==> src/rtl/counter_pkg.sv <==
// Shared mode constants and the per-edge operation type for the up/down counter.
package counter_pkg;

  localparam int MODE_WRAP  = 0;
  localparam int MODE_SAT   = 1;
  localparam int EDGE_PULSE = 1;
  localparam int EDGE_LEVEL = 0;

  typedef enum logic [1:0] {
    OP_HOLD,
    OP_LOAD,
    OP_UP,
    OP_DN
  } op_e;

endpackage

==> src/rtl/req_sync.sv <==
// Two-stage request synchroniser with rising-edge or level step output.
module req_sync
  import counter_pkg::*;
#(
  parameter int EDGE_MODE = EDGE_PULSE
) (
  input  logic clk,
  input  logic reset,
  input  logic req,
  output logic step
);

  logic s1;
  logic s2;

  always_ff @(posedge clk) begin
    if (reset) begin
      s1 <= 1'b0;
      s2 <= 1'b0;
    end else begin
      s1 <= req;
      s2 <= s1;
    end
  end

  // Clearing s2 on reset makes a request held across reset release count once.
  assign step = (EDGE_MODE == EDGE_LEVEL) ? s1 : (s1 & ~s2);

endmodule

==> src/rtl/updown_counter.sv <==
// Up/down counter with synchronised requests, load, wrap or saturate at 0/MAX.
module updown_counter
  import counter_pkg::*;
#(
  parameter int unsigned     WIDTH     = 4,
  parameter longint unsigned MAX       = (64'd1 << WIDTH) - 64'd1,
  parameter int              SATURATE  = MODE_WRAP,
  parameter int              EDGE_MODE = EDGE_PULSE
) (
  input  logic             clk,
  input  logic             reset,
  input  logic             inc,
  input  logic             dec,
  input  logic             load,
  input  logic [WIDTH-1:0] load_value,
  output logic [WIDTH-1:0] count,
  output logic             at_zero,
  output logic             at_max,
  output logic             wrap
);

  generate
    if (WIDTH < 1 || WIDTH > 32 || MAX < 64'd1 || MAX >= (64'd1 << WIDTH) ||
        (SATURATE != MODE_WRAP && SATURATE != MODE_SAT) ||
        (EDGE_MODE != EDGE_PULSE && EDGE_MODE != EDGE_LEVEL)) begin : g_bad_params
      $error("updown_counter: illegal parameter combination");
    end
  endgenerate

  localparam logic [WIDTH-1:0] MAX_C = MAX[WIDTH-1:0];
  localparam logic [WIDTH-1:0] ONE   = WIDTH'(1);

  logic             step_up;
  logic             step_dn;
  op_e              op;
  logic [WIDTH-1:0] count_next;
  logic             wrap_next;

  req_sync #(.EDGE_MODE(EDGE_MODE)) u_inc_sync (
    .clk   (clk),
    .reset (reset),
    .req   (inc),
    .step  (step_up)
  );

  req_sync #(.EDGE_MODE(EDGE_MODE)) u_dec_sync (
    .clk   (clk),
    .reset (reset),
    .req   (dec),
    .step  (step_dn)
  );

  // Opposing steps in the same cycle cancel rather than racing.
  always_comb begin
    op = OP_HOLD;
    if (load)                     op = OP_LOAD;
    else if (step_up && !step_dn) op = OP_UP;
    else if (step_dn && !step_up) op = OP_DN;
  end

  always_comb begin
    count_next = count;
    wrap_next  = 1'b0;
    case (op)
      OP_LOAD: count_next = (load_value > MAX_C) ? MAX_C : load_value;
      OP_UP: begin
        if (count < MAX_C) begin
          count_next = count + ONE;
        end else if (SATURATE == MODE_WRAP) begin
          count_next = '0;
          wrap_next  = 1'b1;
        end
      end
      OP_DN: begin
        if (count != '0) begin
          count_next = count - ONE;
        end else if (SATURATE == MODE_WRAP) begin
          count_next = MAX_C;
          wrap_next  = 1'b1;
        end
      end
      OP_HOLD: count_next = count;
      default: count_next = count;
    endcase
  end

  always_ff @(posedge clk) begin
    if (reset) begin
      count <= '0;
      wrap  <= 1'b0;
    end else begin
      count <= count_next;
      wrap  <= wrap_next;
    end
  end

  assign at_zero = (count == '0);
  assign at_max  = (count == MAX_C);

endmodule

==> config.mk <==
export PLATFORM = sky130hd
export DESIGN_NAME = updown_counter
export DESIGN_NICKNAME = d
export VERILOG_FILES = /design/src/rtl/counter_pkg.sv /design/src/rtl/req_sync.sv /design/src/rtl/updown_counter.sv
export SDC_FILE = /design/constraint.sdc
export NUM_CORES = 1
export LEC_CHECK = 0
export CAP_MARGIN = 15
export CELL_PAD_IN_SITES_DETAIL_PLACEMENT = 1
export CELL_PAD_IN_SITES_GLOBAL_PLACEMENT = 1
export CORE_ASPECT_RATIO = 1.25
export CORE_UTILIZATION = 33
export CTS_CLUSTER_SIZE = 10
export DETAILED_ROUTE_END_ITERATION = 12
export PLACE_DENSITY = 0.85
export REMOVE_ABC_BUFFERS = 1
export SKIP_CTS_REPAIR_TIMING = 1
export SYNTH_ARGS = -nofsm -noshare
export SYNTH_HDL_FRONTEND = slang
export SYNTH_HIERARCHICAL = 1
export SYNTH_SLANG_ARGS = --single-unit
==> constraint.sdc <==
create_clock -name clk -period 1.9 [get_ports clk]
set_input_delay 0.475 -clock clk [delete_from_list [all_inputs] [get_ports clk]]
set_output_delay 0.475 -clock clk [all_outputs]
set_load 0.02 [all_outputs]
Yosys cells after proc, flatten, opt, wreduce, memory -nomap -nowiden
Cells that the tools add are included.
- divide/modulo/power cells: 0
- add/subtract/negate cells: 2
- reduce and logical (&&, ||, !) cells: 7
- bitwise logic cells: 4
- equal/unequal tests: 4
- magnitude comparators: 2
- shift operators: 0
- muxes and demuxes: 10
- $mul: 0
- operator list (operator ; number):
    two-way mux 4 bit ; 3
    case mux 4 bit (3 select lines) ; 1
    two-way mux 2 bit ; 3
    adder 4 x 1 -> 4 bit (second input constant) ; 1
    == test 2 bit (second input constant) ; 2
    == test 4 bit (second input constant) ; 1
    > comparator 4 bit (second input constant) ; 1
    zero test 4 bit ; 1
    < comparator 4 bit (second input constant) ; 1
    nonzero test 4 bit ; 1
    subtractor 4 x 1 -> 4 bit (second input constant) ; 1
    bitwise AND 1 bit ; 2
    == test 2 x 1 -> 1 bit (second input constant) ; 1
    logical AND 1 bit ; 2
    zero test 1 bit ; 2
    zero test 2 bit ; 1
    two-way mux 1 bit ; 2
    NOT 1 bit ; 2
    case mux 1 bit (2 select lines) ; 1
- RAM bits: 0
- flip-flop bits (word level): 9
- ROM bits: 0
- output and inout bits: 7
- memories kept: 0
- input bits: 9
- logic and storage cells: 35
- bits in latches: 0

Longest topological paths before layout
- word-level depth: 9
- depth in mapped cells: 8

Cells and area by module
The synthesis kept the hierarchy.
- modules (own cells, without submodules) (module ; seq. area each (µm²) ; area each (µm²) ; cells each ; times used):
    updown_counter ; 100.1 ; 444.2 ; 53 ; 1
    req_sync ; 40.0 ; 61.3 ; 5 ; 2

Worst setup path before layout
OpenSTA, ideal clock, no wires.
- kind: reg2out
- start point: register count[0]
- end point: output at_zero
- arrival time: 1.316 ns
- cell stages (with the launch flop): 4
- required time: 1.425 ns
- slack: 0.109 ns
- cells stage by stage: dfxtp_1 -> inv_2 -> ha_1 -> nor3b_1
- longest elaborated chain between the ends: 1
- ends and longest elaborated chain (what ; line ; RTL):
    start, declared ; updown_counter.sv:16 ; output logic [WIDTH-1:0] count,
    start signal, assigned ; updown_counter.sv:92 ; count <= count_next;
    zero test 4 bit ; updown_counter.sv:97 ; assign at_zero = (count == '0);
    end, declared ; updown_counter.sv:17 ; output logic at_zero,
No other way between the ends.

Final worst setup path
- start point: register count[1]
- end point: output at_zero
Same word-level chain as after synthesis.

==> run summary <==
Outcome = complete, no violations
Worst Clk Skew = 0.0138 ns
Max incr delay on CP = 0.34 ns
Routed wire length = 1.70 mm
Hold_ws = 0.464 ns
Slowest cell on crit path = dfxtp_1
Yosys warnings = 6
RSZ-0062 raised after global routing = false
Routed Antenna Nets = 0
Final nets = 101
Clock-pin transition on the worst setup and hold timing paths = 0.07 ns
Worst EP arrival = 1.38 ns
Worst-Margin Slew = 0.353 ns
Reg-to-reg critical path startpoint = u_inc_sync/s1
Post-DP HPWL = 1.34 mm
Worst VDD drop = 0.000400 V
I/O Buffers = 15
Iter 0 DRT Violations = 6
Die height = 48.3 um
Post-synthesis sequential area ratio = 31.8%
Worst setup EP type = output pin
Clock Tree Buf Depth = 2
Starting Density = 35.8%
Top Family by Delay on Critical Path = buffers and inverters
Max Clk Rate = 539 MHz
Buf+Inv Stages, Crit Path = 2
First-pass GRT wire length = 2.71 mm
Overall Power = 561 uW
Post-Synthesis Cells = 63
Gr usage total = 21.1%
Setup slack, reg-to-reg = 0.23 ns
Seq cells post-synth = 9
Fin crit share = 97.6%
Startpoint types = flop
Syn Area/Cell = 9.00 sq um
Vias per Instance = 5.53
Setup-failing EPs final = 0
Slew HR = 76.3%
# rows = 16
Final hold vios = 0
Max Cap Viol = 0
Crit-path max FO = 4
DRC viols = 0
R2R Path End = count[3]
Crit. Startpoint = count[1]
Final Slew Violations = 0
Worst endpoint required time = 1.42 ns
Die width = 39.1 um
GRT overflow = 0
CTS tree = done
Drt first pass iters = 4
PD cells = 682 nW/um^2
FILL cells = 184
Predominant post-synthesis flop cell = dfxtp_1
Vias in the first global route = 610
GP Congestion = 0.814
Count leader, synth = dfxtp_1
Cell taking the most area after synthesis = dfxtp_1
Largest cells by area after synthesis = dfxtp_1 32%, ha_1 6.6%, nor2b_1 6.6%, nor2_1 3.3%, a22o_1 3.1%
Post-layout util = 52.0%
Post-synth top cells = 9 x dfxtp_1, 6 x nor2b_1, 5 x nor2_1
Initial antenna violation count = 0
Top-level I/O count = 16
Cell Count Post-Placement = 102
Die area = 1890 sq um
Largest net degree at the start of global routing = 11
Worst-path cell chain = inv_1 -> ha_1 -> nor3b_1 -> dlymetal6s2s_1
Unique cell type count in the Yosys netlist = 35
CORE AREA = 1580 sq um
Leak = 0.000411 uW
Reg2Reg Depth = 5
# clock sinks = 9
Synthesized area = 567 sq um
Ys async rst share = 0%
CP Class = reg -> out
Drt wl/cell = 16.1 um
Hold Crit Class = reg -> reg
Post-route non-filler standard cell count = 106
Worst-Skew Late Latency = 0.27 ns
Post-synth EDFFs = 0
Diode count = 0
Period minus WS final = 1.85 ns
Total CTS buffers = 3
Critical Path Sink = at_zero
Post-synth top area share = 31.8%
Clock Tree Root = clkbuf_4
Area added between synthesis and finish = 45.0%
CP Depth = 4
Vias = 586
# H-tree levels = 1
Layout cells sized above 1 = 19.3%
state kept, by name, indices dropped and copies added (netlist names):
register       cells
u_dec_sync/s2      1
count              4
u_dec_sync/s1      1
u_inc_sync/s2      1
u_inc_sync/s1      1
wrap               1
worst register-to-register path: cells and delay by family (launching register included):
| family | cells | cell delay [ns] |
|---|---|---|
| simple gates | 2 | 0.55 |
| buf+inv | 1 | 0.04 |
| fa+ha+maj | 1 | 0.42 |
| flops | 1 | 0.32 |
| compound gates | 1 | 0.25 |
per-stage QoR:
step | instance area, sq um | setup WS, ns | TNS [ns]
finish | 822 | 0.0463 | 0
global route | 822 | 0.00622 | 0
CTS | 810 | -0.351 | -0.541
detailed placement | 783 | -0.0396 | -0.0396
global placement | 783 | 0.0308 | 0
floorplan | 543 | 0.109 | 0
final cells by class:
cell class / instances / area (sq um) / share of cell area (%)
flip-flops and latches: 9 / 180 / 21.9
repair buffers: 24 / 230 / 28.0
multi-input cells: 46 / 344 / 41.9
clock buffers: 4 / 26.3 / 3.20
well taps: 18 / 22.5 / 2.74
inverters: 5 / 18.8 / 2.28
routing by layer:
layer  wire length, um  vias up  part of all wire (%)  track usage, %
met3                71        4                   4.2            5.50
met5                 0        -                     0               0
met1               707      279                    41            20.9
met4                25        0                   1.5            9.20
li1                  -      281                     -               -
met2               900       22                    53            38.1
worst min path at each step:
stage / to / depth (start not counted) / slack (ns) / start
after floorplan: u_dec_sync/s2 / 1 / 0.43 / u_dec_sync/s1
after global placement: u_inc_sync/s2 / 1 / 0.44 / u_inc_sync/s1
after detailed placement: u_inc_sync/s2 / 1 / 0.45 / u_inc_sync/s1
after CTS: u_inc_sync/s2 / 1 / 0.47 / u_inc_sync/s1
after global routing: u_inc_sync/s2 / 1 / 0.48 / u_inc_sync/s1
final: u_inc_sync/s2 / 1 / 0.46 / u_inc_sync/s1
cell families (layout without fill, tap and decap cells):
group	after synthesis	after routing	synth area share [%]
AND/OR/NAND/NOR	22	22	23.2
AO/OA/AOI/OAI	18	18	26.1
flip-flops	9	9	31.8
buffers and inverters	8	33	7.50
adder cells (fa/ha/maj)	3	3	6.62
XOR/XNOR	2	2	3.09
multiplexers	1	1	1.77
cells in the final DEF, fill, tap and decap left out, types with 3 or more instances in the layout:
| cell | netlist | routed |
|---|---|---|
| buf_4 | 1 | 9 |
| clkbuf_4 | 0 | 3 |
| clkdlybuf4s50_1 | 0 | 10 |
| dfxtp_1 | 9 | 9 |
| dlymetal6s2s_1 | 0 | 5 |
| ha_1 | 3 | 3 |
| inv_1 | 4 | 4 |
| nor2_1 | 5 | 5 |
| nor2b_1 | 6 | 6 |
power by group:
| group | total (uW) | internal (uW) | switching [uW] |
|---|---|---|---|
| clock network | 151 | 80.9 | 70.5 |
| registers | 213 | 202 | 11.3 |
| logic | 196 | 96.9 | 99.4 |
| total | 561 | 379 | 181 |
Power figures use the tool's default switching activity.
